`src/rtl/lsu_if.sv`:
```
// Load/store stage bus bundle: upstream instruction handshake (m_*), memory
// request/response port (mem_*) and write-back handshake (l_*/w_ready_i).
// The lsu takes the slave side; the producer/consumer environment takes master.
interface lsu_if #(
  parameter int XLEN   = 32,
  parameter int MASK_W = XLEN / 8
);
  // Upstream (EX->LS register outputs)
  logic              m_valid_i;
  logic              L_ready_o;
  logic              m_wenReg_i;
  logic [4:0]        m_rd_i;
  logic [XLEN-1:0]   m_res_i;
  logic [XLEN-1:0]   m_src2_i;
  logic              m_wenMem_i;
  logic              m_renMem_i;
  logic [MASK_W-1:0] m_mask_i;
  logic              m_is_load_signed_i;

  // Memory port
  logic              mem_req_valid_o;
  logic              mem_req_ready_i;
  logic [XLEN-1:0]   mem_req_addr_o;
  logic              mem_req_wen_o;
  logic [XLEN-1:0]   mem_req_wdata_o;
  logic [MASK_W-1:0] mem_req_wstrb_o;
  logic              mem_resp_valid_i;
  logic [XLEN-1:0]   mem_resp_rdata_i;
  logic              mem_resp_err_i;

  // Write-back
  logic              l_valid_o;
  logic              w_ready_i;
  logic              l_wenReg_o;
  logic [4:0]        l_rd_o;
  logic [XLEN-1:0]   l_res_o;
  logic              l_err_o;

  modport slave (
    input  m_valid_i, m_wenReg_i, m_rd_i, m_res_i, m_src2_i, m_wenMem_i,
           m_renMem_i, m_mask_i, m_is_load_signed_i,
           mem_req_ready_i, mem_resp_valid_i, mem_resp_rdata_i, mem_resp_err_i,
           w_ready_i,
    output L_ready_o,
           mem_req_valid_o, mem_req_addr_o, mem_req_wen_o, mem_req_wdata_o,
           mem_req_wstrb_o,
           l_valid_o, l_wenReg_o, l_rd_o, l_res_o, l_err_o
  );

  modport master (
    output m_valid_i, m_wenReg_i, m_rd_i, m_res_i, m_src2_i, m_wenMem_i,
           m_renMem_i, m_mask_i, m_is_load_signed_i,
           mem_req_ready_i, mem_resp_valid_i, mem_resp_rdata_i, mem_resp_err_i,
           w_ready_i,
    input  L_ready_o,
           mem_req_valid_o, mem_req_addr_o, mem_req_wen_o, mem_req_wdata_o,
           mem_req_wstrb_o,
           l_valid_o, l_wenReg_o, l_rd_o, l_res_o, l_err_o
  );
endinterface

```
`src/rtl/lsu.sv`:
```
// Load/store pipeline stage. One instruction at a time: memory ops run a single
// request/response transaction, everything else passes straight to write-back.
// A finished instruction retiring to write-back can overlap the next accept.
module lsu #(
  parameter int XLEN   = 32,
  parameter int MASK_W = XLEN / 8
) (
  input logic  clk_i,
  input logic  rst_i,
  lsu_if.slave bus
);

  localparam int OFF_W = $clog2(MASK_W);

  typedef enum logic [1:0] {IDLE, REQ, RESP, DONE} state_t;

  state_t state, state_next;

  // Captured instruction fields (only those needed after the accept cycle)
  logic [XLEN-1:0]   cap_res;
  logic [XLEN-1:0]   cap_src2;
  logic [MASK_W-1:0] cap_mask;
  logic              cap_wen_mem;
  logic              cap_signed;
  logic [OFF_W-1:0]  cap_off;

  // Registered write-back fields
  logic              l_wen_reg;
  logic [4:0]        l_rd;
  logic [XLEN-1:0]   l_res;
  logic              l_err;

  // Accept-side decode of the incoming instruction
  logic                accept;
  logic                in_mem;
  logic                in_misaligned;
  logic                go_req;
  logic [OFF_W-1:0]    in_off;
  logic [2*MASK_W-1:0] in_strb_wide;

  // Load data alignment and extension
  logic [XLEN-1:0]   load_sh;
  logic [XLEN-1:0]   load_val;
  logic              req_active;

  assign bus.L_ready_o = (state == IDLE) || ((state == DONE) && bus.w_ready_i);
  assign accept        = bus.m_valid_i && bus.L_ready_o;

  // Shifting the mask into a double-width field exposes lanes past the word
  // boundary; any bit landing there means the access straddles two words.
  assign in_off        = bus.m_res_i[OFF_W-1:0];
  assign in_strb_wide  = {{MASK_W{1'b0}}, bus.m_mask_i} << in_off;
  assign in_misaligned = |in_strb_wide[2*MASK_W-1:MASK_W];
  assign in_mem        = bus.m_wenMem_i || bus.m_renMem_i;
  assign go_req        = in_mem && !in_misaligned;

  assign cap_off       = cap_res[OFF_W-1:0];

  // Request outputs are decoded from the captured fields, so they cannot move
  // while REQ waits for mem_req_ready_i, and read as zero outside REQ.
  assign req_active          = (state == REQ);
  assign bus.mem_req_valid_o = req_active;
  assign bus.mem_req_addr_o  = req_active ? {cap_res[XLEN-1:OFF_W], {OFF_W{1'b0}}} : '0;
  assign bus.mem_req_wen_o   = req_active && cap_wen_mem;
  assign bus.mem_req_wdata_o = req_active ? (cap_src2 << {cap_off, 3'b000}) : '0;
  assign bus.mem_req_wstrb_o = req_active ? (cap_mask << cap_off) : '0;

  assign bus.l_valid_o  = (state == DONE);
  assign bus.l_wenReg_o = l_wen_reg;
  assign bus.l_rd_o     = l_rd;
  assign bus.l_res_o    = l_res;
  assign bus.l_err_o    = l_err;

  assign load_sh = bus.mem_resp_rdata_i >> {cap_off, 3'b000};

  // Select byte/half/word from the lane-shifted read data and extend it
  always_comb begin
    load_val = load_sh;
    if (cap_mask == MASK_W'(1)) begin
      load_val = {{(XLEN-8){cap_signed && load_sh[7]}}, load_sh[7:0]};
    end else if (cap_mask == MASK_W'(3)) begin
      load_val = {{(XLEN-16){cap_signed && load_sh[15]}}, load_sh[15:0]};
    end
  end

  // Next-state logic; a DONE->accept overlap goes straight to the new target
  always_comb begin
    // NOTE: state_next is defaulted before the case so every path assigns it;
    // an unassigned path in always_comb would infer a latch.
    state_next = state;
    case (state)
      IDLE: if (accept) state_next = go_req ? REQ : DONE;
      REQ:  if (bus.mem_req_ready_i) state_next = RESP;
      RESP: if (bus.mem_resp_valid_i) state_next = DONE;
      DONE: begin
        if (accept) state_next = go_req ? REQ : DONE;
        else if (bus.w_ready_i) state_next = IDLE;
      end
      default: state_next = IDLE;
    endcase
  end

  // State register
  always_ff @(posedge clk_i or negedge rst_i) begin
    // NOTE: non-blocking assignments in clocked blocks so every flop updates
    // from pre-edge values regardless of block ordering.
    if (!rst_i) state <= IDLE;
    else        state <= state_next;
  end

  // Capture on accept; fill in the result when the memory responds
  always_ff @(posedge clk_i or negedge rst_i) begin
    if (!rst_i) begin
      cap_res     <= '0;
      cap_src2    <= '0;
      cap_mask    <= '0;
      cap_wen_mem <= 1'b0;
      cap_signed  <= 1'b0;
      l_wen_reg   <= 1'b0;
      l_rd        <= '0;
      l_res       <= '0;
      l_err       <= 1'b0;
    end else if (accept) begin
      cap_res     <= bus.m_res_i;
      cap_src2    <= bus.m_src2_i;
      cap_mask    <= bus.m_mask_i;
      cap_wen_mem <= bus.m_wenMem_i;
      cap_signed  <= bus.m_is_load_signed_i;
      l_wen_reg   <= bus.m_wenReg_i;
      l_rd        <= bus.m_rd_i;
      // Pass-through value; overwritten on response for aligned memory ops
      l_res       <= bus.m_res_i;
      l_err       <= in_mem && in_misaligned;
    end else if ((state == RESP) && bus.mem_resp_valid_i) begin
      l_err <= bus.mem_resp_err_i;
      if (cap_wen_mem)             l_res <= cap_res;
      else if (bus.mem_resp_err_i) l_res <= '0;
      else                         l_res <= load_val;
    end
  end

endmodule

```
`src/flat_wrapper.sv`:
```
// flat-port wrapper written by rule: the top's interface ports become plain ports
module lsu_flat 
#(
  parameter int XLEN   = 32,
  parameter int MASK_W = XLEN / 8
)
  (clk_i, rst_i, bus_m_valid_i, bus_m_wenReg_i, bus_m_rd_i, bus_m_res_i, bus_m_src2_i, bus_m_wenMem_i, bus_m_renMem_i, bus_m_mask_i, bus_m_is_load_signed_i, bus_mem_req_ready_i, bus_mem_resp_valid_i, bus_mem_resp_rdata_i, bus_mem_resp_err_i, bus_w_ready_i, bus_L_ready_o, bus_mem_req_valid_o, bus_mem_req_addr_o, bus_mem_req_wen_o, bus_mem_req_wdata_o, bus_mem_req_wstrb_o, bus_l_valid_o, bus_l_wenReg_o, bus_l_rd_o, bus_l_res_o, bus_l_err_o);
  lsu_if #(.XLEN(XLEN), .MASK_W(MASK_W)) bus_i ();
  input logic clk_i;
  input logic rst_i;
  input wire logic [$bits(bus_i.m_valid_i)-1:0] bus_m_valid_i;
  input wire logic [$bits(bus_i.m_wenReg_i)-1:0] bus_m_wenReg_i;
  input wire logic [$bits(bus_i.m_rd_i)-1:0] bus_m_rd_i;
  input wire logic [$bits(bus_i.m_res_i)-1:0] bus_m_res_i;
  input wire logic [$bits(bus_i.m_src2_i)-1:0] bus_m_src2_i;
  input wire logic [$bits(bus_i.m_wenMem_i)-1:0] bus_m_wenMem_i;
  input wire logic [$bits(bus_i.m_renMem_i)-1:0] bus_m_renMem_i;
  input wire logic [$bits(bus_i.m_mask_i)-1:0] bus_m_mask_i;
  input wire logic [$bits(bus_i.m_is_load_signed_i)-1:0] bus_m_is_load_signed_i;
  input wire logic [$bits(bus_i.mem_req_ready_i)-1:0] bus_mem_req_ready_i;
  input wire logic [$bits(bus_i.mem_resp_valid_i)-1:0] bus_mem_resp_valid_i;
  input wire logic [$bits(bus_i.mem_resp_rdata_i)-1:0] bus_mem_resp_rdata_i;
  input wire logic [$bits(bus_i.mem_resp_err_i)-1:0] bus_mem_resp_err_i;
  input wire logic [$bits(bus_i.w_ready_i)-1:0] bus_w_ready_i;
  output wire logic [$bits(bus_i.L_ready_o)-1:0] bus_L_ready_o;
  output wire logic [$bits(bus_i.mem_req_valid_o)-1:0] bus_mem_req_valid_o;
  output wire logic [$bits(bus_i.mem_req_addr_o)-1:0] bus_mem_req_addr_o;
  output wire logic [$bits(bus_i.mem_req_wen_o)-1:0] bus_mem_req_wen_o;
  output wire logic [$bits(bus_i.mem_req_wdata_o)-1:0] bus_mem_req_wdata_o;
  output wire logic [$bits(bus_i.mem_req_wstrb_o)-1:0] bus_mem_req_wstrb_o;
  output wire logic [$bits(bus_i.l_valid_o)-1:0] bus_l_valid_o;
  output wire logic [$bits(bus_i.l_wenReg_o)-1:0] bus_l_wenReg_o;
  output wire logic [$bits(bus_i.l_rd_o)-1:0] bus_l_rd_o;
  output wire logic [$bits(bus_i.l_res_o)-1:0] bus_l_res_o;
  output wire logic [$bits(bus_i.l_err_o)-1:0] bus_l_err_o;
  assign bus_i.m_valid_i = bus_m_valid_i;
  assign bus_i.m_wenReg_i = bus_m_wenReg_i;
  assign bus_i.m_rd_i = bus_m_rd_i;
  assign bus_i.m_res_i = bus_m_res_i;
  assign bus_i.m_src2_i = bus_m_src2_i;
  assign bus_i.m_wenMem_i = bus_m_wenMem_i;
  assign bus_i.m_renMem_i = bus_m_renMem_i;
  assign bus_i.m_mask_i = bus_m_mask_i;
  assign bus_i.m_is_load_signed_i = bus_m_is_load_signed_i;
  assign bus_i.mem_req_ready_i = bus_mem_req_ready_i;
  assign bus_i.mem_resp_valid_i = bus_mem_resp_valid_i;
  assign bus_i.mem_resp_rdata_i = bus_mem_resp_rdata_i;
  assign bus_i.mem_resp_err_i = bus_mem_resp_err_i;
  assign bus_i.w_ready_i = bus_w_ready_i;
  assign bus_L_ready_o = bus_i.L_ready_o;
  assign bus_mem_req_valid_o = bus_i.mem_req_valid_o;
  assign bus_mem_req_addr_o = bus_i.mem_req_addr_o;
  assign bus_mem_req_wen_o = bus_i.mem_req_wen_o;
  assign bus_mem_req_wdata_o = bus_i.mem_req_wdata_o;
  assign bus_mem_req_wstrb_o = bus_i.mem_req_wstrb_o;
  assign bus_l_valid_o = bus_i.l_valid_o;
  assign bus_l_wenReg_o = bus_i.l_wenReg_o;
  assign bus_l_rd_o = bus_i.l_rd_o;
  assign bus_l_res_o = bus_i.l_res_o;
  assign bus_l_err_o = bus_i.l_err_o;
  lsu #(.XLEN(XLEN), .MASK_W(MASK_W)) u_core (.clk_i(clk_i), .rst_i(rst_i), .bus(bus_i));
endmodule
```
`config.mk`:
```
export PLATFORM = sky130hd
export DESIGN_NAME = lsu_flat
export DESIGN_NICKNAME = d
export VERILOG_FILES = /design/src/rtl/lsu_if.sv /design/src/rtl/lsu.sv /design/src/flat_wrapper.sv
export SDC_FILE = /design/constraint.sdc
export NUM_CORES = 1
export LEC_CHECK = 0
export CORE_UTILIZATION = 45
export CTS_CLUSTER_SIZE = 12
export DETAILED_ROUTE_END_ITERATION = 7
export HOLD_SLACK_MARGIN = 0.06
export PLACE_DENSITY = 0.79
export SYNTH_ARGS = -nofsm -noshare
export SYNTH_HDL_FRONTEND = slang
export SYNTH_SLANG_ARGS = --single-unit
export TNS_END_PERCENT = 100
```
`constraint.sdc`:
```
create_clock -name clk_i -period 1.89 [get_ports clk_i]
set_clock_uncertainty 0.1 [all_clocks]
set_input_delay 0.2835 -clock clk_i [delete_from_list [all_inputs] [get_ports clk_i]]
set_output_delay 0.2835 -clock clk_i [all_outputs]
set_load 0.1 [all_outputs]
```
### Word-level counts from Yosys, hierarchy flattened

Cells that the tools add are included.

| storage, ports and cells | value |
|---|---|
| bits of input ports | 116 |
| register bits | 111 |
| output and inout bits | 111 |
| word-level logic and storage cells | 56 |

| operators by class | value |
|---|---|
| shift-type cells | 4 |
| muxes and demuxes | 18 |
| reductions and logical operators | 15 |
| equal/unequal tests | 9 |

Operator list:

| cell | number |
|---|---|
| 2-to-1 mux 32 bit | 8 |
| << shifter 32 x 5 -> 32 bit | 1 |
| >> shifter 32 x 5 -> 32 bit | 1 |
| 2-to-1 mux 2 bit | 6 |
| logical AND 1 bit | 8 |
| case mux 2 bit (4 select lines) | 1 |
| << shifter 4 x 2 -> 8 bit | 1 |
| == test 2 bit, second input constant | 2 |
| == test 4 x 1 -> 1 bit, second input constant | 1 |
| == test 4 x 2 -> 1 bit, second input constant | 1 |
| 2-to-1 mux 4 bit | 1 |
| inequality test 2 bit, second input constant | 2 |
| AND reduction 4 bit | 1 |
| OR reduction 4 bit | 1 |
| << shifter 4 x 2 -> 4 bit | 1 |
| inequality test 3 x 2 -> 1 bit, second input constant | 1 |
| == test 2 x 1 -> 1 bit, second input constant | 1 |
| logical NOT 2 bit | 1 |
| logical OR 1 bit | 2 |
| 2-to-1 mux 1 bit | 2 |
| inequality test 2 x 1 -> 1 bit, second input constant | 1 |
| nonzero test 2 bit | 1 |
| logical NOT 1 bit | 1 |

### Depth between registers and ports, before layout

| depth | value |
|---|---|
| depth in word-level cells | 8 |
| gate-level depth with buffers | 8 |
| depth with buffers taken out | 5 |

### Worst setup path after synthesis

Ideal clock, no wire load.

| path | value |
|---|---|
| path type | register to output |
| start | register u_core.cap_res[0] |
| end | output port bus_mem_req_wdata_o[24] |
| data required time | 1.507 ns |
| stages on the path, launching flop included | 6 |
| data arrival time | 3.364 ns |
| path buffers | 3 |
| slack | -1.858 ns |
| cell sequence | dfrtp_1 buf_2 buf_2 clkbuf_1 a211oi_1 a211oi_1 |

| between the ends | value |
|---|---|
| longest elaborated chain between the ends | 2 |

RTL lines:

| element | line | text |
|---|---|---|
| start: declaration | lsu.sv:20 | `logic [XLEN-1:0] cap_res;` |
| start signal: assignment | lsu.sv:124 | `cap_res <= bus.m_res_i;` |
| << shifter 32 x 5 -> 32 bit | lsu.sv:65 | `assign bus.mem_req_wdata_o = req_active ? (cap_src2 << {cap_off, 3'b000}) : '0;` |
| 2-to-1 mux 32 bit | lsu.sv:65 |  |
| end: declaration | flat_wrapper.sv:29 | `output wire logic [$bits(bus_i.mem_req_wdata_o)-1:0] bus_mem_req_wdata_o;` |

No other way between the ends.

### Worst setup path after layout

| path | value |
|---|---|
| start | register u_core.cap_res[0] |
| end | register u_core.l_res[0] (netlist: u_core.bus.l_res_o[0]) |

| between the ends | value |
|---|---|
| longest elaborated chain between the ends | 7 |

RTL lines:

| element | line | text |
|---|---|---|
| >> shifter 32 x 5 -> 32 bit | lsu.sv:74 | `assign load_sh = bus.mem_resp_rdata_i >> {cap_off, 3'b000};` |
| 2-to-1 mux 32 bit | lsu.sv:81 | `end else if (cap_mask == MASK_W'(3)) begin` |
| 2-to-1 mux 32 bit | lsu.sv:79 | `if (cap_mask == MASK_W'(1)) begin` |
| 2-to-1 mux 32 bit | lsu.sv:137 | `else if (bus.mem_resp_err_i) l_res <= '0;` |
| 2-to-1 mux 32 bit * | lsu.sv:136 | `if (cap_wen_mem) l_res <= cap_res;` |
| 2-to-1 mux 32 bit * | lsu.sv:134 | `end else if ((state == RESP) && bus.mem_resp_valid_i) begin` |
| 2-to-1 mux 32 bit * | lsu.sv:123 | `end else if (accept) begin` |
| end signal: assignment | lsu.sv:132 | `l_res <= bus.m_res_i;` |
| end signal: assignment | lsu.sv:136 |  |
| end signal: assignment | lsu.sv:138 | `else l_res <= load_val;` |
| end: declaration | lsu.sv:30 | `logic [XLEN-1:0] l_res;` |

Mark *: on every way between the ends. The rest lies on a longest branch, timed or not. The select of a mux whose other input is x is not followed.
A chain may end at the register's enable or synchronous reset.

==> impl_metrics.env <==
export IMPL_status="finished with violations"
export IMPL_violations="setup timing"
export IMPL_maxSlewViolCount=0
export IMPL_globalplace_congestion=0.900
export IMPL_core_sq_um=14500
export IMPL_grt_pass1_wl_um=40600
export IMPL_crit_path_start="u_core.cap_res[0]"
export IMPL_htreeDepth=3
export IMPL_io_pins=227
export IMPL_final_common_cell="nand2_1"
export IMPL_overflow=0
export IMPL_timing_hold_ws_ns=0.250
export IMPL_drive_gt1_share_pct=36.4
export IMPL_grt_pass1_vias=7427
export IMPL_syn_area_per_cell_sq_um=8.25
export IMPL_yosys_warnings=0
export IMPL_grt_start_max_net_pins=40
export IMPL_stdcell_count=1275
export IMPL_portBuffers=224
export IMPL_clkTransAtPathRegs_ns=0.08
export IMPL_finalCriticalPeriod_ns=2.34
export IMPL_netlist_cell_type_count=46
export IMPL_drt_iter0_drc=1238
export IMPL_worst_pin_slew_ns=0.636
export IMPL_final_cell_mix="256 x nand2_1, 130 x buf_12, 114 x clkdlybuf4s50_1, 107 x dfrtp_1, 63 x buf_4"
export IMPL_worstPathArrival_ns=2.53
export IMPL_track_usage_pct=35.8
export IMPL_syn_area_sq_um=6650
export IMPL_dieHeight_um=124
export IMPL_critPathCaptureType="flip-flop"
export IMPL_antenna_left=0
export IMPL_synth_edf_count=0
export IMPL_area_delta_synth_final_pct=86.7
export IMPL_hp_class="input pin to async pin"
export IMPL_crit_type="flip-flop to flip-flop"
export IMPL_slowest_delay_ns=0.54
export IMPL_setup_slack_ns=-0.451
export IMPL_start_kind="flip-flop"
export IMPL_cp_endpoint="u_core.bus.l_res_o[0]"
export IMPL_rr_endpoint="u_core.bus.l_res_o[0]"
export IMPL_async_reset_ff_share_pct=100
export IMPL_hold_violations=0
export IMPL_max_freq_mhz=427
export IMPL_synth_top_area_share_pct=41.8
export IMPL_synthTopCellsByArea="dfrtp_1 42%, nand2_1 15%, mux2i_1 7.4%, and2_1 6.0%, nor2_1 2.4%"
export IMPL_routedWlPerCell_um=25.3
export IMPL_dieArea_sq_um=15300
export IMPL_cp_max_fo=11
export IMPL_fin_crit_sh_pct=124
export IMPL_cts_max_path_buffers=2
export IMPL_setup_viol=104
export IMPL_relSlewSlack_pct=56.4
export IMPL_drc=0
export IMPL_ys_seq_elements=111
export IMPL_firstDrtPassIters=8
export IMPL_routed_wl_um=32200
export IMPL_crit_chain="buf_4 > buf_12 > buf_16 > buf_4 > mux2i_2 > mux2i_1 > a221oi_1 > o21ai_1"
export IMPL_viasPerCell=6.41
export IMPL_cpMaxStageDelayCell="mux2i_1"
export IMPL_antenna_found_initial=1
export IMPL_yosysSeqAreaShare_pct=41.8
export IMPL_dpl_hpwl_um=18000
export IMPL_cts_tree="yes"
export IMPL_die_x_um=124
export IMPL_fin_nets=1201
export IMPL_cts_buffers=9
export IMPL_clk_latency_ns=0.37
export IMPL_root_buffer="clkbuf_16"
export IMPL_required_ns=2.08
export IMPL_r2r_setup_slack_ns=-0.45
export IMPL_rsz0062_at_grt="true"
export IMPL_maxCapViolCount=0
export IMPL_num_vias=8177
export IMPL_dpl_cell_count=1225
export IMPL_start_util_pct=45.9
export IMPL_numClockSinks=111
export IMPL_synth_ff_type="dfrtp_1"
export IMPL_rows=44
export IMPL_r2r_cells=8
export IMPL_r2r_start="u_core.cap_res[0]"
export IMPL_synth_top_cell_by_area="dfrtp_1"
export IMPL_synth_cells=806
export IMPL_cpMostUsedCell="buf_4"
## critical path: cells and delay by family, from the launching register on
family	cells	cell delay (ns)
compound gates	2	0.36
buf+inv	4	0.60
flops	1	0.51
mux	2	0.69
## synth_stat cells (2+ instances only)
cell type,n
a21o_1,2
nand3b_1,17
o2bb2ai_1,7
o211ai_1,2
nor4b_1,8
o21ai_1,2
dfrtp_1,111
clkbuf_1,25
nor3b_4,2
a21oi_1,30
o31ai_1,8
a31oi_1,8
nand2b_1,2
buf_2,30
o22ai_1,12
o21ai_0,20
buf_1,2
o32ai_1,8
nor2_1,42
nor2b_1,11
inv_1,6
and2_1,64
a221oi_1,8
nand3_1,23
buf_6,4
a22oi_1,7
buf_4,5
mux2i_1,49
nand2_1,257
a211oi_1,18
## cell type report
type / instances / area [sq um]
multi-input combinational: 624 / 4390
fill: 664 / 2060
inverter: 6 / 38.8
antenna: 1 / 2.50
tap: 184 / 230
sequential: 111 / 2790
timing repair buffer: 333 / 4660
clock inverter: 7 / 82.6
clock buffer: 9 / 225
## registers in the layout, summed over array words and instances (netlist names)
name	cells
u_core.cap_signed	1
u_core.bus.l_wenReg_o	1
u_core.cap_src2	32
u_core.cap_mask	4
u_core.cap_res	32
u_core.state	2
u_core.bus.l_err_o	1
u_core.bus.l_res_o	32
u_core.cap_wen_mem	1
u_core.bus.l_rd_o	5
## cells by family after synthesis
logic type | Yosys count | share of synthesized area, %
compound gates | 138 | 14.5
simple gates | 434 | 30.8
buf+inv | 72 | 5.36
mux | 50 | 7.60
other cells | 1 | 0.0564
flops | 111 | 41.8
## worst min-delay path by stage
stage,startpoint,endpoint,slack [ns],depth (start not counted)
2_1_floorplan,rst_i,u_core.bus.l_err_o,-0.11,0
3_3_place_gp,rst_i,u_core.cap_src2[7],0.1,1
3_5_place_dp,rst_i,u_core.cap_src2[0],0.1,1
4_1_cts,rst_i,u_core.cap_src2[7],0.26,2
5_1_grt,rst_i,u_core.cap_src2[7],0.30,2
6_report,rst_i,u_core.cap_src2[4],0.25,2
## through the flow
step / util, % / TNS [ns] / area [sq um] / worst slack [ns]
after global routing: 85.8 / -22.20 / 12400 / -0.459
after floorplan: - / -4.36 / 7160 / -0.372
after detailed placement: 76.4 / -14.49 / 11100 / -0.321
after global placement: 76.4 / -11.95 / 11100 / -0.267
final: 85.8 / -19.25 / 12400 / -0.451
after CTS: 82.0 / -12.53 / 11900 / -0.353
## metal layers
metal / routed length [um] / share of wire, % / vias up / track usage [%]
met1: 10400 / 32 / 3778 / 41.8
li1: - / - / 3291 / -
met3: 4040 / 13 / 294 / 9.98
met2: 15100 / 47 / 814 / 60.2
met5: 0 / 0 / - / 0
met4: 2690 / 8.4 / 0 / 17.8
## repair_timing
item,4_1_cts,5_1_grt
pin swaps,37,38
hold buffers,1,0
hold endpoints to repair,90,0
resized for setup,87,66
endpoints found under the setup margin,89,137
setup buffers,12,13
cloned,4,6
Power is not shown: default switching activity piles up to over one toggle a cycle in this logic, so the estimate is an artifact.
